### src/rtl/draw_pkg.sv
// draw_pkg: shared FSM encoding and default VGA screen geometry for draw_region.
//   state_t  : IDLE / DRAW / FLUSH / DONE
//   SCREEN_W : default frame width in pixels
//   SCREEN_H : default frame height in pixels
package draw_pkg;
  typedef enum logic [1:0] {IDLE, DRAW, FLUSH, DONE} state_t;
  localparam int SCREEN_W = 160;
  localparam int SCREEN_H = 120;
endpackage

### src/rtl/draw_addr_gen.sv
// draw_addr_gen: col/row scan counters and incremental ROM address for one region.
//   clk, rst      : clock, asynchronous active-high reset
//   load          : latch base/width/height and restart the scan at (0,0)
//   step          : advance one pixel (col fastest)
//   base, width, height : region description sampled on load
//   addr          : base + row*width + col
//   col, row      : current pixel position inside the region
//   last          : current pixel is the final one of the region
module draw_addr_gen #(
  parameter int ADDR_WIDTH = 15
) (
  input  logic                  clk,
  input  logic                  rst,
  input  logic                  load,
  input  logic                  step,
  input  logic [ADDR_WIDTH-1:0] base,
  input  logic [7:0]            width,
  input  logic [6:0]            height,
  output logic [ADDR_WIDTH-1:0] addr,
  output logic [7:0]            col,
  output logic [6:0]            row,
  output logic                  last
);
  logic [7:0] w_q;
  logic [6:0] h_q;
  logic       last_col;
  assign last_col = col == w_q - 8'd1;
  assign last     = last_col && row == h_q - 7'd1;
  // Row-major scan with col fastest makes row*width+col a plain pixel index,
  // so the address only ever needs a +1.
  always_ff @(posedge clk or posedge rst)
    if (rst) begin
      w_q  <= '0;
      h_q  <= '0;
      addr <= '0;
      col  <= '0;
      row  <= '0;
    end else if (load) begin
      w_q  <= width;
      h_q  <= height;
      addr <= base;
      col  <= '0;
      row  <= '0;
    end else if (step) begin
      addr <= addr + 1'b1;
      col  <= last_col ? 8'd0 : col + 8'd1;
      row  <= last_col ? row + 7'd1 : row;
    end
endmodule

### src/rtl/draw_region.sv
// draw_region: scans a rectangular region, reading pixels from a 1-cycle-latency
// image ROM (or a solid fill colour) and writing them to a VGA adapter with clipping.
//   iClock, iReset          : clock, asynchronous active-high reset
//   iStart                  : draw request, sampled in IDLE
//   iXOrigin, iYOrigin      : screen position of region top-left pixel
//   iWidth, iHeight         : region size (0 means nothing to draw)
//   iImageBase              : ROM address of image pixel (0,0)
//   iFillMode, iFillColour  : solid fill instead of ROM image
//   oAddress, iRomData      : ROM read port
//   oX, oY, oColour, oPlot  : registered pixel write
//   oBusy, oDone            : busy outside IDLE, one-cycle completion pulse
// Build option: define DRAW_REGION_TRANSPARENCY_EN to suppress ROM pixels whose
// colour equals TRANSPARENT_COLOUR.
module draw_region
  import draw_pkg::*;
#(
  parameter int X_SCREEN_PIXELS    = SCREEN_W,
  parameter int Y_SCREEN_PIXELS    = SCREEN_H,
  parameter int COLOUR_WIDTH       = 3,
  parameter int ADDR_WIDTH         = 15,
  parameter int TRANSPARENT_COLOUR = 0
) (
  input  logic                    iClock,
  input  logic                    iReset,
  input  logic                    iStart,
  input  logic [7:0]              iXOrigin,
  input  logic [6:0]              iYOrigin,
  input  logic [7:0]              iWidth,
  input  logic [6:0]              iHeight,
  input  logic [ADDR_WIDTH-1:0]   iImageBase,
  input  logic                    iFillMode,
  input  logic [COLOUR_WIDTH-1:0] iFillColour,
  output logic [ADDR_WIDTH-1:0]   oAddress,
  input  logic [COLOUR_WIDTH-1:0] iRomData,
  output logic [7:0]              oX,
  output logic [6:0]              oY,
  output logic [COLOUR_WIDTH-1:0] oColour,
  output logic                    oPlot,
  output logic                    oBusy,
  output logic                    oDone
);
  localparam logic [8:0] X_LIM = 9'(X_SCREEN_PIXELS);
  localparam logic [7:0] Y_LIM = 8'(Y_SCREEN_PIXELS);
  localparam logic [COLOUR_WIDTH-1:0] KEY = COLOUR_WIDTH'(TRANSPARENT_COLOUR);
`ifdef DRAW_REGION_TRANSPARENCY_EN
  localparam bit KEY_EN = 1'b1;
`else
  localparam bit KEY_EN = 1'b0;
`endif
  state_t state, next;
  logic flush_cnt, load, step, last, v1, on1, key;
  logic fill;
  logic [COLOUR_WIDTH-1:0] fill_c;
  logic [7:0] xo, col, x1;
  logic [6:0] yo, row, y1;
  logic [8:0] x_ext;
  logic [7:0] y_ext;
  draw_addr_gen #(.ADDR_WIDTH(ADDR_WIDTH)) u_addr (
    .clk(iClock), .rst(iReset), .load(load), .step(step),
    .base(iImageBase), .width(iWidth), .height(iHeight),
    .addr(oAddress), .col(col), .row(row), .last(last)
  );
  always_ff @(posedge iClock or posedge iReset)
    if (iReset) begin
      state     <= IDLE;
      flush_cnt <= 1'b0;
    end else begin
      state     <= next;
      flush_cnt <= state == FLUSH ? ~flush_cnt : 1'b0;
    end
  always_comb begin
    next = IDLE;
    case (state)
      IDLE:    next = !iStart ? IDLE : (iWidth == 8'd0 || iHeight == 7'd0) ? DONE : DRAW;
      DRAW:    next = last ? FLUSH : DRAW;
      FLUSH:   next = flush_cnt ? DONE : FLUSH;
      default: next = IDLE;
    endcase
  end
  always_comb begin
    load  = state == IDLE && iStart;
    step  = state == DRAW;
    oBusy = state != IDLE;
    oDone = state == DONE;
  end
  // Screen coordinates are one bit wider than the ports so that origins near
  // the right/bottom edge clip instead of wrapping back onto the screen.
  assign x_ext = {1'b0, xo} + {1'b0, col};
  assign y_ext = {1'b0, yo} + {1'b0, row};
  assign key   = KEY_EN && !fill && iRomData == KEY;
  // Stage 1 lines up with the ROM read cycle; stage 2 is the output register.
  always_ff @(posedge iClock or posedge iReset)
    if (iReset) begin
      xo      <= '0;
      yo      <= '0;
      fill    <= 1'b0;
      fill_c  <= '0;
      v1      <= 1'b0;
      on1     <= 1'b0;
      x1      <= '0;
      y1      <= '0;
      oX      <= '0;
      oY      <= '0;
      oColour <= '0;
      oPlot   <= 1'b0;
    end else begin
      if (load) begin
        xo     <= iXOrigin;
        yo     <= iYOrigin;
        fill   <= iFillMode;
        fill_c <= iFillColour;
      end
      v1    <= step;
      on1   <= x_ext < X_LIM && y_ext < Y_LIM;
      x1    <= x_ext[7:0];
      y1    <= y_ext[6:0];
      oPlot <= v1 && on1 && !key;
      if (v1) begin
        oX      <= x1;
        oY      <= y1;
        oColour <= fill ? fill_c : iRomData;
      end
    end
endmodule

### config.mk
export PLATFORM = sky130hd
export DESIGN_NAME = draw_region
export DESIGN_NICKNAME = d
export VERILOG_FILES = /design/src/rtl/draw_pkg.sv /design/src/rtl/draw_addr_gen.sv /design/src/rtl/draw_region.sv
export SDC_FILE = /design/constraint.sdc
export NUM_CORES = 1
export LEC_CHECK = 0
export ABC_AREA = 1
export CAP_MARGIN = 25
export CORE_ASPECT_RATIO = 1.2
export CORE_MARGIN = 2
export CORE_UTILIZATION = 49
export DETAILED_ROUTE_END_ITERATION = 6
export PLACE_DENSITY_LB_ADDON = 0.2
export RECOVER_POWER = 100
export SKIP_LAST_GASP = 1
export SYNTH_ARGS = -nofsm -noshare
export SYNTH_HDL_FRONTEND = slang
export SYNTH_SLANG_ARGS = --single-unit
### constraint.sdc
create_clock -name iClock -period 4.3 [get_ports iClock]
set_input_delay 0.86 -clock iClock [delete_from_list [all_inputs] [get_ports iClock]]
set_output_delay 0.86 -clock iClock [all_outputs]
set_load 0.005 [all_outputs]
Word level (Yosys, flattened, before mapping)
Cells that the tools add are included.
- bits in registers: 103
- bits of input ports: 55
- output and inout bits: 36
- logic and storage cells: 61
- $add $sub $neg: 7
- magnitude comparators: 2
- equal/unequal tests: 5
- mux-type cells: 15
- bitwise operators: 1
- reductions and logical operators: 12
- operators with widths (kind ; count):
    $mux 15 ; 2
    $mux 8 ; 3
    $mux 7 ; 3
    $add 15x1->15 const B ; 1
    $add 8x8->9 ; 1
    $lt 9x8->1 const B ; 1
    $add 7x7->8 ; 1
    $add 8x1->8 const B ; 1
    $eq 8x8->1 ; 1
    $logic_not 8->1 ; 1
    $lt 8x7->1 const B ; 1
    $sub 8x1->8 const B ; 1
    $add 7x1->7 const B ; 1
    $eq 7x7->1 ; 1
    $logic_not 7->1 ; 1
    $sub 7x1->7 const B ; 1
    $mux 2 ; 3
    $pmux 2 s3 ; 1
    $reduce_bool 2->1 ; 3
    $eq 2x2->1 const B ; 2
    $logic_and 1x1->1 ; 4
    $mux 3 ; 1
    $eq 2x1->1 const B ; 1
    $logic_not 2->1 ; 1
    other kinds (4) ; 5

Logic depth before layout (Yosys ltp)
Gate-level depths: netlist of the first run.
- depth in word-level cells: 5
- mapped depth: 13
- mapped depth without buffers: 13

Modules after synthesis
Synthesis of the first run repeated with hierarchy kept, for this count alone.
- cells, all modules: 688
- area, all modules: 5590.4 um^2
- by module, submodules not included (module ; times used ; cells each ; area each (um^2) ; sequential area each (um^2)):
    draw_region ; 1 ; 305 ; 2798.9 ; 1451.4
    draw_addr_gen ; 1 ; 383 ; 2791.4 ; 1126.1

Worst setup path after synthesis of the first run
Ideal clock, no wire load.
- path kind: reg2reg
- start point: reg u_addr.row[0]
- end point: reg on1
- library setup time: 119 ps
- data arrival time: 1578 ps
- required time: 4181 ps
- slack: 2603 ps
- cell stages (with the launch flop): 10
- buffers on the path: 0
- period minus slack after synthesis: 1697 ps
- cells stage by stage: dfrtp_1 -> ha_1 -> fa_1 -> nand3_1 -> nand2_1 -> xor2_1 -> nor2_1 -> nand3_1 -> nand3_1 -> nor2_1
- cells in the longest elaborated chain, start to end: 3
- ends and longest elaborated chain (what ; RTL line ; RTL):
    start: declaration ; draw_addr_gen.sv:21 ; output logic [6:0] row,
    start signal: assignment ; draw_addr_gen.sv:47 ; row <= last_col ? row + 7'd1 : row;
    $add 7x7->8 ; draw_region.sv:89 ; assign y_ext = {1'b0, yo} + {1'b0, row};
    $lt 8x7->1 ; draw_region.sv:114 ; on1 <= x_ext < X_LIM && y_ext < Y_LIM;
    $logic_and 1x1->1 ; draw_region.sv:114 ;
    end signal: assignment ; draw_region.sv:114 ;
    end: declaration ; draw_region.sv:51 ; logic flush_cnt, load, step, last, v1, on1, key;
Every way passes these cells.
A chain may end at the register's enable or synchronous reset.

Worst setup path in the final report of the first run
- start point: in iStart
- end point: reg u_addr.addr[13]
- cells in the longest elaborated chain, start to end: 2
- elaborated cells on any way between the ends: 3
- those cells by class: mux: 1; reduce/logical: 2
- ends and longest elaborated chain (what ; RTL line ; RTL):
    start: declaration ; draw_region.sv:25 ; input logic iStart,
    $logic_and 1x1->1 * ; draw_region.sv:81 ; load = state == IDLE && iStart;
    $mux 15 / $reduce_bool 2->1 (equally long branches) ; n/a ;
    end signal: assignment ; draw_addr_gen.sv:41 ; addr <= base;
    end signal: assignment ; draw_addr_gen.sv:45 ; addr <= addr + 1'b1;
    end: declaration ; draw_addr_gen.sv:19 ; output logic [ADDR_WIDTH-1:0] addr,
Every way passes the cells marked *; elsewhere a longest branch is shown, timed or not.

==> results of run 1 <==
-- area by class of cell --
type / count / area, um^2
Sequential cell: 103 / 2577
Multi-Input combinational cell: 509 / 2734
Fill cell: 1016 / 4419
Clock inverter: 4 / 45.04
Timing Repair Buffer: 95 / 927.1
Clock buffer: 12 / 246.5
Tap cell: 157 / 196.4
Inverter: 83 / 314.1
-- power by group --
| group | internal, mW | total [mW] | switching, mW |
|---|---|---|---|
| combinational | 1.01 | 2.27 | 1.27 |
| clock | 0.465 | 0.815 | 0.350 |
| sequential | 1.41 | 1.79 | 0.384 |
| total | 2.88 | 4.88 | 2.00 |
-- logic make-up (layout without fill, tap and decap cells) --
kind of cell	Yosys count	in the layout
AOI/OAI and AO/OA	60	60
xor gates and xnor gates	29	29
buffers and inverters	101	194
adders and majority gates	22	22
muxes	15	15
and+or+nand+nor	383	383
DFF	103	103
-- routing by layer --
| layer | global-route usage | wire, um | vias up |
|---|---|---|---|
| li1 | - | - | 2479 |
| met1 | 0.2752 | 5506 | 2316 |
| met2 | 0.3644 | 6349 | 151 |
| met3 | 0.03872 | 718 | 27 |
| met4 | 0.08917 | 293 | 2 |
| met5 | 0 | 13 | - |
-- metrics by stage --
step | hold slack [ns] | util | area, um^2 | power (mW) | std cells
final | 0.4278 | 0.6144 | 7041 | 4.884 | 963
after global routing | 0.4677 | 0.6144 | 7041 | 5.312 | 963
after CTS | 0.4340 | 0.6173 | 7074 | 5.014 | 963
after detailed placement | 0.4239 | 0.5919 | 6783 | 4.178 | 947
after global placement | 0.4104 | 0.5919 | 6783 | 4.078 | 947
after floorplan | 0.4023 | - | 5725 | 3.374 | 713
-- flip-flops by register name, summed over array words and instances, names as in the netlist --
| name | flops |
|---|---|
| u_addr.addr | 15 |
| oX | 8 |
| u_addr.col | 8 |
| u_addr.w_q | 8 |
| x1 | 8 |
| xo | 8 |
| oY | 7 |
| u_addr.h_q | 7 |
| u_addr.row | 7 |
| y1 | 7 |
| yo | 7 |
| fill_c | 3 |
| oColour | 3 |
| state | 2 |
| fill | 1 |
| flush_cnt | 1 |
| oPlot | 1 |
| on1 | 1 |
| v1 | 1 |
-- cells in the final DEF (no fill, tap or decap), types with 2 or more instances in the layout --
cell                              count
sky130_fd_sc_hd__a31oi_1             10
sky130_fd_sc_hd__clkdlybuf4s50_1     53
sky130_fd_sc_hd__nor2_1              39
sky130_fd_sc_hd__o21ai_1              4
sky130_fd_sc_hd__clkbuf_16            9
sky130_fd_sc_hd__clkinv_2             3
sky130_fd_sc_hd__inv_2                6
sky130_fd_sc_hd__dfrtp_1            103
sky130_fd_sc_hd__nand2_2              3
sky130_fd_sc_hd__nand3_2              4
sky130_fd_sc_hd__clkbuf_1             5
sky130_fd_sc_hd__dlygate4sd3_1       37
sky130_fd_sc_hd__nand2_1            237
sky130_fd_sc_hd__nor2_4               3
sky130_fd_sc_hd__or2_2                5
sky130_fd_sc_hd__fa_1                 2
sky130_fd_sc_hd__nor4_1               3
sky130_fd_sc_hd__nand4_1             18
sky130_fd_sc_hd__mux2_2              15
sky130_fd_sc_hd__buf_4                2
sky130_fd_sc_hd__nor3_1               6
sky130_fd_sc_hd__nor2_2               3
sky130_fd_sc_hd__nor3_2               2
sky130_fd_sc_hd__o211ai_1             5
sky130_fd_sc_hd__o21ai_0             29
sky130_fd_sc_hd__ha_1                20
sky130_fd_sc_hd__nand3_1             57
sky130_fd_sc_hd__a21oi_1              8
sky130_fd_sc_hd__nand3b_1             2
sky130_fd_sc_hd__xnor2_1              7
sky130_fd_sc_hd__xor2_1              22
sky130_fd_sc_hd__inv_1               76
-- worst max-delay path by stage --
stage	startpoint	end	slack (ns)	depth (start not counted)
2_1_floorplan	iReset	fill	0.74	1
5_1_grt	iStart	u_addr.addr[13]	1.05	7
3_3_place_gp	iStart	u_addr.addr[6]	1.66	7
4_1_cts	state[1]	oBusy	1.97	3
3_5_place_dp	iStart	u_addr.addr[11]	1.59	9
6_report	iStart	u_addr.addr[13]	1.22	7
==> results.env, run 1 <==
OUTCOME='completed'
SYNTH_ENABLE_FLOP_CELLS=0
LAYOUT_SETUP_WS_NS=1.217
GLOBAL_ROUTE.OVERFLOW_TOTAL=0
FINALSETUPTNS_NS=0
RR_WORST_DEPTH=7
CRITPATHMAXFANOUT=22
SYNTHDOMINANTCELLAREASHARE=0.4502
DRT_WL_TOTAL_UM=12880
WORST_SKEW_PAIR.LATE_LATENCY_NS=0.34
SETUP_SLACK_ON_THE_WORST_FLOP_TO_FLOP_PATH_NS=1.37
DRT_PASS1_ITERATIONS=5
SETUP_VIOL=0
GATE_FAMILY_RESPONSIBLE_FOR_THE_MOST_DELAY_ALONG_THE_WORST_PATH='buffers and inverters'
SLEW_HEADROOM=0.1770
SETUP_REPAIR_AFTER_GLOBAL_ROUTING_MISSED_ITS_MARGIN='no'
R2R-END='u_addr.addr[13]'
POSTSYNTHREGISTERBITS=103
FINALNETCOUNT=878
VIA_PER_INST=5.166
DETAIL_ROUTE.WL_PER_CELL_UM=13.38
GROUTE.USAGE.OVERALL=0.2169
POSTSYNTHCELLCOUNT=713
FINALCRITICALPERIOD_NS=3.083
WORSTSETUPENDPOINTTYPE='register'
SYNTHESIS.NETS=790
CP.REQUIRED_NS=4.50
TIMING.FINAL.HOLD_VIOLATIONS=0
EFFECTIVE_UTILIZATION_AT_FLOORPLAN=0.4996
STARTPOINT_TYPE='primary input'
CTSROOTBUFFERMASTER='sky130_fd_sc_hd__clkbuf_16'
CTS_RESIZED=0
DETAIL-ROUTE-ANTENNA-NETS=0
POST_ROUTE_CELLS_DRIVE_ABOVE_1_SHARE=0.07320
SYNTH_TOP_CELLS_BY_AREA='sky130_fd_sc_hd__dfrtp_1, sky130_fd_sc_hd__nand2_1, sky130_fd_sc_hd__nand3_1'
NUM_VIAS=4975
ASYNC_RESET_FF_FRAC=1.000
ANTENNA_FOUND_INITIAL=2
PIN_COUNT=91
GLOBAL_ROUTE_WIRE_LENGTH_BEFORE_REPAIR_UM=21430
POST_SYN_AREA_MM2=0.005725
HOLD_CLASS='register to register'
SYN-MEAN-INSTANCE-AREA_UM2=8.030
DIE_W_UM=102.7
ANTENNADIODECOUNT=0
TIMING.RR.START='state[0]'
GRT_START_MAX_NET_PINS=63
SYNTH-SEQ-AREA-SHARE=0.4502
MAX_CAP_VIOLATIONS=0
WORSTPATHCELLLIST='dlygate4sd3_1 -> nand2_2 -> inv_1 -> nor2_1 -> inv_1 -> o211ai_1 -> o21ai_0'
CLK_PATH_BUF_DEPTH=2
POST_ROUTE_FRACTION_OF_THE_PERIOD_CONSUMED_BY_THE_CRITICAL_PATH=0.7170
CRITICAL_PATH.MOST_COMMON_CELL='sky130_fd_sc_hd__inv_1'
SYNTH_COMPOUND_AREA_FRAC=0.05922
YS_WARN_COUNT=0
DP_WIRELENGTH_UM=9367
NUMCTSBUFFERS=9
SYNTH.LARGEST_AREA_CELL='sky130_fd_sc_hd__dfrtp_1'
MAIN_FLOP_TYPE_AFTER_SYNTHESIS='sky130_fd_sc_hd__dfrtp_1'
SYNTH.MUX.AREA_FRACTION=0.02950
CTS.HTREE.LEVELS=3
SYN2LAYOUT_AREA_GROWTH_PCT=22.97
BUFFER_PORTS.INSERTED=90
CPMAXSTAGEDELAYCELL='sky130_fd_sc_hd__nor2_1'
SYNTH_XOR_XNOR_AREA_SHARE=0.04436
CP.ARRIVAL_NS=3.28
SYNTH_FA_HA_AREA_FRAC=0.05070
WORSTMARGINPINSLEW_NS=1.234
COUNT_OF_PINS_OVER_THEIR_SLEW_LIMIT=0
FP.DIEH_UM=122.4
P_LEAK_nW=3.550
WORST-PATH-BUF-INV=3
SYNTH_TOP_FAMILY_BY_AREA='simple AND/OR/NAND/NOR gates'
PEAKVDDDROP_uV=337.9
TRITONCTS='done'
WORST_HOLD_STARTPOINT='flush_cnt'
PRE_CTS_WS_NS=1.595
TIMING_WORST_SETUP_PATH_TYPE='primary input to register'
SYNTH_CELL_TYPE_COUNT=34
CLOCK.FMAX_GHz=0.3244
FP.COREAREA_MM2=0.01146
CTS_HOLD_BUF=0
FIRST_GLOBAL_VIAS=4695
CLKSINKCOUNT=103
CRITICAL_PATH.MAX_STAGE_DELAY_NS=0.73
CORE.ROWCOUNT=43
POWER_PER_CELL_AREA_mW_PER_MM2=693.7
BUFFERS_INSERTED_BY_POST_CTS_TIMING_REPAIR=0
GP_ROUTABILITY_CONGESTION=0.8844
SYNTHTOPCELLSBYCOUNT='sky130_fd_sc_hd__nand2_1, sky130_fd_sc_hd__dfrtp_1, sky130_fd_sc_hd__inv_1'
DRT_DRC_VIOLATIONS_LEFT=0
HOLD_PATH_DEPTH=1
SYNTH_SIMPLE_GATE_AREA_SHARE=0.2972
HOLD_PATH_END='flush_cnt'
FP.DIEAREA_MM2=0.01257
CLOCK_PIN_SLEW_ON_THE_WORST_SETUP_AND_HOLD_PATHS_NS=0.07
DR.FIRST_ITER.DRC_COUNT=295
CLOCK-SKEW-FINAL_NS=0.006119
SYNTH.MOST_COMMON_CELL='sky130_fd_sc_hd__nand2_1'
(Power assumes the default switching activity.)
==> run 2: changes to the inputs <==
==> constraint.sdc (replaced) <==
create_clock -name iClock -period 3.2 [get_ports iClock]
set_input_delay 0.64 -clock iClock [delete_from_list [all_inputs] [get_ports iClock]]
set_output_delay 0.64 -clock iClock [all_outputs]
set_load 0.005 [all_outputs]
==> run 2 against run 1 <==
Register-to-register slack worse by 0.54 ns. Routed wire length is 2.2% higher. Clock skew is 0.0016 ns lower. Sequential power is 36% higher. Cell count stayed put. Highest routed layer unchanged.
==> results.env, run 2 (synthesized netlist as in run 1, its figures left out) <==
OUTCOME='completed'
BUFFERS_INSERTED_BY_POST_CTS_TIMING_REPAIR=0
FP.DIEAREA_MM2=0.01257
POST_ROUTE_CELLS_DRIVE_ABOVE_1_SHARE=0.07816
HOLD_PATH_DEPTH=2
COUNT_OF_PINS_OVER_THEIR_SLEW_LIMIT=0
CP.ARRIVAL_NS=2.72
DRT_WL_TOTAL_UM=13170
DRT_PASS1_ITERATIONS=6
INTERNAL_POWER_mW=3.961
TIMING_WORST_SETUP_PATH_TYPE='primary input to register'
P_SW_FRAC=0.4069
GRT_START_MAX_NET_PINS=61
CORE.ROWCOUNT=43
SETUP_SLACK_ON_THE_WORST_FLOP_TO_FLOP_PATH_NS=0.83
WORSTMARGINPINSLEW_NS=1.294
PIN_COUNT=91
DETAIL-ROUTE-ANTENNA-NETS=0
FINAL_CORE_UTILIZATION=0.6188
CLOCK-SKEW-FINAL_NS=0.004530
POST_ROUTE_FRACTION_OF_THE_PERIOD_CONSUMED_BY_THE_CRITICAL_PATH=0.7768
BUFFER_PORTS.INSERTED=90
SYN2LAYOUT_AREA_GROWTH_PCT=23.86
WORST_HOLD_STARTPOINT='on1'
CTSROOTBUFFERMASTER='sky130_fd_sc_hd__clkbuf_16'
POWER.SHARE.COMBINATIONAL=0.457
REGMOSTFLOPS='u_addr.addr'
FINALNETCOUNT=878
FINALSETUPTNS_NS=0
CRITPATHMAXFANOUT=60
CP.REQUIRED_NS=3.44
GLOBAL_ROUTE.USAGE.MET1=0.2734
MAX_CAP_VIOLATIONS=0
SETUP.WORST_PATH.START='iStart'
CLOCK.FMAX_GHz=0.4023
TIMING.FINAL.HOLD_VIOLATIONS=0
ANTENNA_FOUND_INITIAL=2
DRT_DRC_VIOLATIONS_LEFT=0
PEAKVDDDROP_uV=445.6
NUMCTSBUFFERS=9
MOST_FREQUENT_CELLS_IN_THE_LAYOUT='sky130_fd_sc_hd__nand2_1, sky130_fd_sc_hd__dfrtp_1, sky130_fd_sc_hd__inv_1'
POWER_FRAC_SEQ=0.364
WORSTSETUPENDPOINTTYPE='register'
GLOBALROUTE.BUSIESTLAYER='met2'
DR.FIRST_ITER.DRC_COUNT=299
EFFECTIVE_UTILIZATION_AT_FLOORPLAN=0.4996
GRTUSAGEMET2=0.3893
RR_WORST_DEPTH=13
P_LEAK_nW=3.564
CTS_HOLD_BUF=0
GP_ROUTABILITY_CONGESTION=0.8687
FINALCRITICALPERIOD_NS=2.486
DETAIL_ROUTE.WL_PER_CELL_UM=13.67
WORST_SKEW_PAIR.LATE_LATENCY_NS=0.35
CLK_PATH_BUF_DEPTH=2
DIE_W_UM=102.7
PWR-SHARE-CLK=0.180
GLOBAL_ROUTE_WIRE_LENGTH_BEFORE_REPAIR_UM=22070
HOLD_CLASS='register to register'
FP.DIEH_UM=122.4
DP_WIRELENGTH_UM=9721
ANTENNADIODECOUNT=0
SETUP_REPAIR_AFTER_GLOBAL_ROUTING_MISSED_ITS_MARGIN='no'
GROUTE.USAGE.OVERALL=0.2238
COMMONEST_NON_FILL_NON_TAP_CELL_IN_THE_LAYOUT='sky130_fd_sc_hd__nand2_1'
SWITCHING_POWER_mW=2.717
TIMING.CRITICAL_PATH.TO='u_addr.addr[9]'
TRITONCTS='done'
GLOBAL_ROUTE_MET3_USAGE=0.04271
SETUP_VIOL=0
CLKSINKCOUNT=103
SLEW_HEADROOM=0.1326
CTS.HTREE.LEVELS=3
CTS_RESIZED=0
MAX_REG_FLOPS=15
FILLERS=1015
VIA_PER_INST=5.224
NUM_VIAS=5031
TIMING.RR.START='u_addr.w_q[0]'
FIRST_GLOBAL_VIAS=4839
POWER_PER_CELL_AREA_mW_PER_MM2=941.7
GLOBAL_ROUTE.OVERFLOW_TOTAL=0
CLOCK_PIN_SLEW_ON_THE_WORST_SETUP_AND_HOLD_PATHS_NS=0.07
FP.COREAREA_MM2=0.01146
R2R-END='state[0]'
STARTPOINT_TYPE='primary input'
## run 2: how the worst min path moves through the flow
stage,end,slack (ns)
after CTS,oPlot,0.44
after global placement,flush_cnt,0.42
after floorplan,flush_cnt,0.40
after global routing,flush_cnt,0.46
final,oPlot,0.44
after detailed placement,oPlot,0.42
## run 2: cell type report
cell class                      count  area (um^2)  area share
Timing Repair Buffer               95        942.2      0.1329
Clock inverter                      6        92.59     0.01306
Tap cell                          157        196.4     0.02770
Multi-Input combinational cell    509         2731      0.3851
Sequential cell                   103         2577      0.3634
Inverter                           83        312.8     0.04411
Clock buffer                       10        239.0     0.03370
## run 2: worst max-delay path, stage by stage
cell and delay, ns:
sky130_fd_sc_hd__dlygate4sd3_1 0.56, sky130_fd_sc_hd__nand2_2 0.08, sky130_fd_sc_hd__inv_1 0.05, sky130_fd_sc_hd__clkbuf_2 0.61, sky130_fd_sc_hd__or2_2 0.54, sky130_fd_sc_hd__a31oi_1 0.14
sky130_fd_sc_hd__nor2_1 0.07
## run 2: metrics by stage
step	area [um^2]	setup WS [ns]	std cells	total power, mW	hold slack (ns)
after CTS	7128	1.021	963	6.866	0.4370
after detailed placement	6797	0.6499	947	5.626	0.4216
after floorplan	5729	1.328	713	4.534	0.4023
after global routing	7092	0.5056	963	7.258	0.4611
after global placement	6797	0.7663	947	5.509	0.4162
final	7092	0.7144	963	6.678	0.4352
## run 2: layer usage
layer / wire (um) / up-vias
met5: 26 / -
met4: 214 / 4
met3: 666 / 22
met2: 6666 / 147
met1: 5592 / 2394
li1: - / 2464
## run 2: power groups by stage
| stage | sequential [mW] | clock [mW] | combinational [mW] |
|---|---|---|---|
| after floorplan | 2.31 | 0 | 2.22 |
| after global placement | 2.44 | 0 | 3.07 |
| after detailed placement | 2.46 | 0 | 3.17 |
| after CTS | 2.44 | 1.23 | 3.19 |
| after global routing | 2.51 | 1.28 | 3.47 |
| final | 2.43 | 1.20 | 3.05 |
==> run 3: changes to the inputs <==
==> constraint.sdc (replaced) <==
create_clock -name iClock -period 2.2 [get_ports iClock]
set_input_delay 0.44 -clock iClock [delete_from_list [all_inputs] [get_ports iClock]]
set_output_delay 0.44 -clock iClock [all_outputs]
set_load 0.005 [all_outputs]
==> run 3 against run 2 <==
Flip-flop and latch count is the same. Cell count grew 0.93%. Routed wire length grew 2.5%. First-iteration DRC count grew 9.0%. Final area is essentially flat. Via count grew 0.58%. Setup slack lost 0.54 ns. Critical endpoint is now oBusy. Largest power group unchanged.
==> results.env, run 3 (synthesized netlist as in run 1, its figures left out) <==
FINALNETCOUNT=886
MAX_CAP_VIOLATIONS=0
MOST_FREQUENT_CELLS_IN_THE_LAYOUT='sky130_fd_sc_hd__nand2_1, sky130_fd_sc_hd__dfrtp_1, sky130_fd_sc_hd__inv_1'
TIMING.FINAL.HOLD_VIOLATIONS=0
COMMONEST_NON_FILL_NON_TAP_CELL_IN_THE_LAYOUT='sky130_fd_sc_hd__nand2_1'
EFFECTIVE_UTILIZATION_AT_FLOORPLAN=0.4996
COUNT_OF_PINS_OVER_THEIR_SLEW_LIMIT=0
CRITPATHMAXFANOUT=5
POWER_PER_CELL_AREA_mW_PER_MM2=1356
CP.REQUIRED_NS=1.76
SLEW_HEADROOM=0.3121
GLOBAL_ROUTE_WIRE_LENGTH_BEFORE_REPAIR_UM=22810
NUMCTSBUFFERS=9
CLK_PATH_BUF_DEPTH=2
P_LEAK_nW=3.572
HOLD_CLASS='register to register'
MAX_REG_FLOPS=15
SETUP_VIOL=0
CTS_HOLD_BUF=0
AREA.SEQUENTIAL_MM2=0.002577
HOLD_PATH_END='flush_cnt'
FP.DIEAREA_MM2=0.01257
MULTIINPUTGATEAREA_MM2=0.002740
DR.FIRST_ITER.DRC_COUNT=326
BUFFERS_INSERTED_BY_POST_CTS_TIMING_REPAIR=0
GROUTE.USAGE.OVERALL=0.2308
WORSTMARGINPINSLEW_NS=1.032
DIE_W_UM=102.7
FINAL_CORE_UTILIZATION=0.6187
OUTCOME='completed'
CORE.ROWCOUNT=43
DRT_DRC_VIOLATIONS_LEFT=0
R2R-END='on1'
CTS_RESIZED=0
DRT_WL_TOTAL_UM=13490
CLOCK-SKEW-FINAL_NS=0.009775
POST_ROUTE_CELLS_DRIVE_ABOVE_1_SHARE=0.08968
WORST_SKEW_PAIR.LATE_LATENCY_NS=0.35
FILLERS=1042
CTS.HTREE.LEVELS=3
DETAIL-ROUTE-ANTENNA-NETS=0
FINALPOWER_mW=9.611
FIRST_GLOBAL_VIAS=5005
REGMOSTFLOPS='u_addr.addr'
SETUP_REPAIR_AFTER_GLOBAL_ROUTING_MISSED_ITS_MARGIN='no'
DRT_PASS1_ITERATIONS=5
CLKSINKCOUNT=103
POST_LAYOUT_NONFILLER_INSTANCES=972
BUFFER_PORTS.INSERTED=90
PIN_COUNT=91
DETAIL_ROUTE.WL_PER_CELL_UM=13.88
TRITONCTS='done'
POST_ROUTE_FRACTION_OF_THE_PERIOD_CONSUMED_BY_THE_CRITICAL_PATH=0.9195
CLOCK.FMAX_GHz=0.4943
DP_WIRELENGTH_UM=10130
DP_CELLS=955
WORSTSETUPENDPOINTTYPE='output pin'
WORSTPATHCELLLIST='nor2_2 -> inv_1 -> dlygate4sd3_1'
CLOCK_PIN_SLEW_ON_THE_WORST_SETUP_AND_HOLD_PATHS_NS=0.08
TIMING_WORST_SETUP_PATH_TYPE='register to output pin'
CP.ARRIVAL_NS=1.58
NUM_VIAS=5060
ANTENNA_FOUND_INITIAL=3
FP.COREAREA_MM2=0.01146
GP_ROUTABILITY_CONGESTION=0.8972
CPMAXSTAGEDELAYCELL='sky130_fd_sc_hd__dlygate4sd3_1'
VIA_PER_INST=5.206
CTSROOTBUFFERMASTER='sky130_fd_sc_hd__clkbuf_16'
FINALCRITICALPERIOD_NS=2.023
GLOBAL_ROUTE.OVERFLOW_TOTAL=0
FINALSETUPTNS_NS=0
SETUP_SLACK_ON_THE_WORST_FLOP_TO_FLOP_PATH_NS=0.19
HOLD_PATH_DEPTH=1
RR_WORST_DEPTH=7
FP.DIEH_UM=122.4
GRT_START_MAX_NET_PINS=42
CRITICAL_PATH.MAX_STAGE_DELAY_NS=0.56
WORST_HOLD_STARTPOINT='flush_cnt'
PEAKVDDDROP_uV=620.3
STARTPOINT_TYPE='register'
SYN2LAYOUT_AREA_GROWTH_PCT=23.84
TIMING.RR.START='u_addr.col[0]'
==> run 3: changes by cell type in the layout (fill, tap and decap cells not counted), moves of 2 or more <==
cell	previous run	this run
sky130_fd_sc_hd__buf_4	1	4
sky130_fd_sc_hd__inv_6	1	3
sky130_fd_sc_hd__nor2_4	3	5
sky130_fd_sc_hd__bufinv_16	2	0
sky130_fd_sc_hd__clkbuf_2	2	7
==> run 3: layout make-up <==
type	count	share of cell area
clock buffer	9	0.03176
sequential	103	0.3635
timing repair buffer	103	0.1373
tap	157	0.02770
inverter	83	0.04412
multi-input combinational	509	0.3864
clock inverter	7	0.008823
antenna	1	0.0003529
==> run 3: worst max-delay path by stage <==
stage	startpoint	end	slack (ns)	cells after the start
floorplan	u_addr.row[0]	on1	0.50	9
global placement	iStart	u_addr.addr[11]	0.29	7
detailed placement	iStart	u_addr.addr[3]	0.21	7
CTS	u_addr.col[0]	on1	0.18	7
global route	u_addr.col[2]	on1	0.03	9
finish	state[1]	oBusy	0.18	3
==> run 3: per-layer routing <==
metal,global-route usage,vias to the layer above,routed length (um)
met4,0.07583,4,278
met1,0.2764,2391,5598
met2,0.4048,139,6831
met5,0,-,26
li1,-,2497,-
met3,0.05467,29,758
==> run 3: power breakdown <==
part           switching, mW  internal (mW)
logic                   2.55           2.00
registers              0.763           2.75
clock network          0.752          0.792
total                   4.07           5.54
==> run 3: worst max-delay path, delay by kind of cell (launching register included) <==
kind	cells	cell delay (ns)
buffers and inverters	2	0.61
DFF	1	0.43
and+or+nand+nor	1	0.18
==> run 3: per-stage QoR <==
stage,setup WS (ns),hold WS [ns],cell area (um^2)
after CTS,0.1785,0.4136,7169
after floorplan,0.5029,0.4023,5729
after detailed placement,0.2082,0.4210,6882
final,0.1770,0.4282,7091
after global placement,0.2854,0.4139,6882
after global routing,0.03474,0.4533,7091
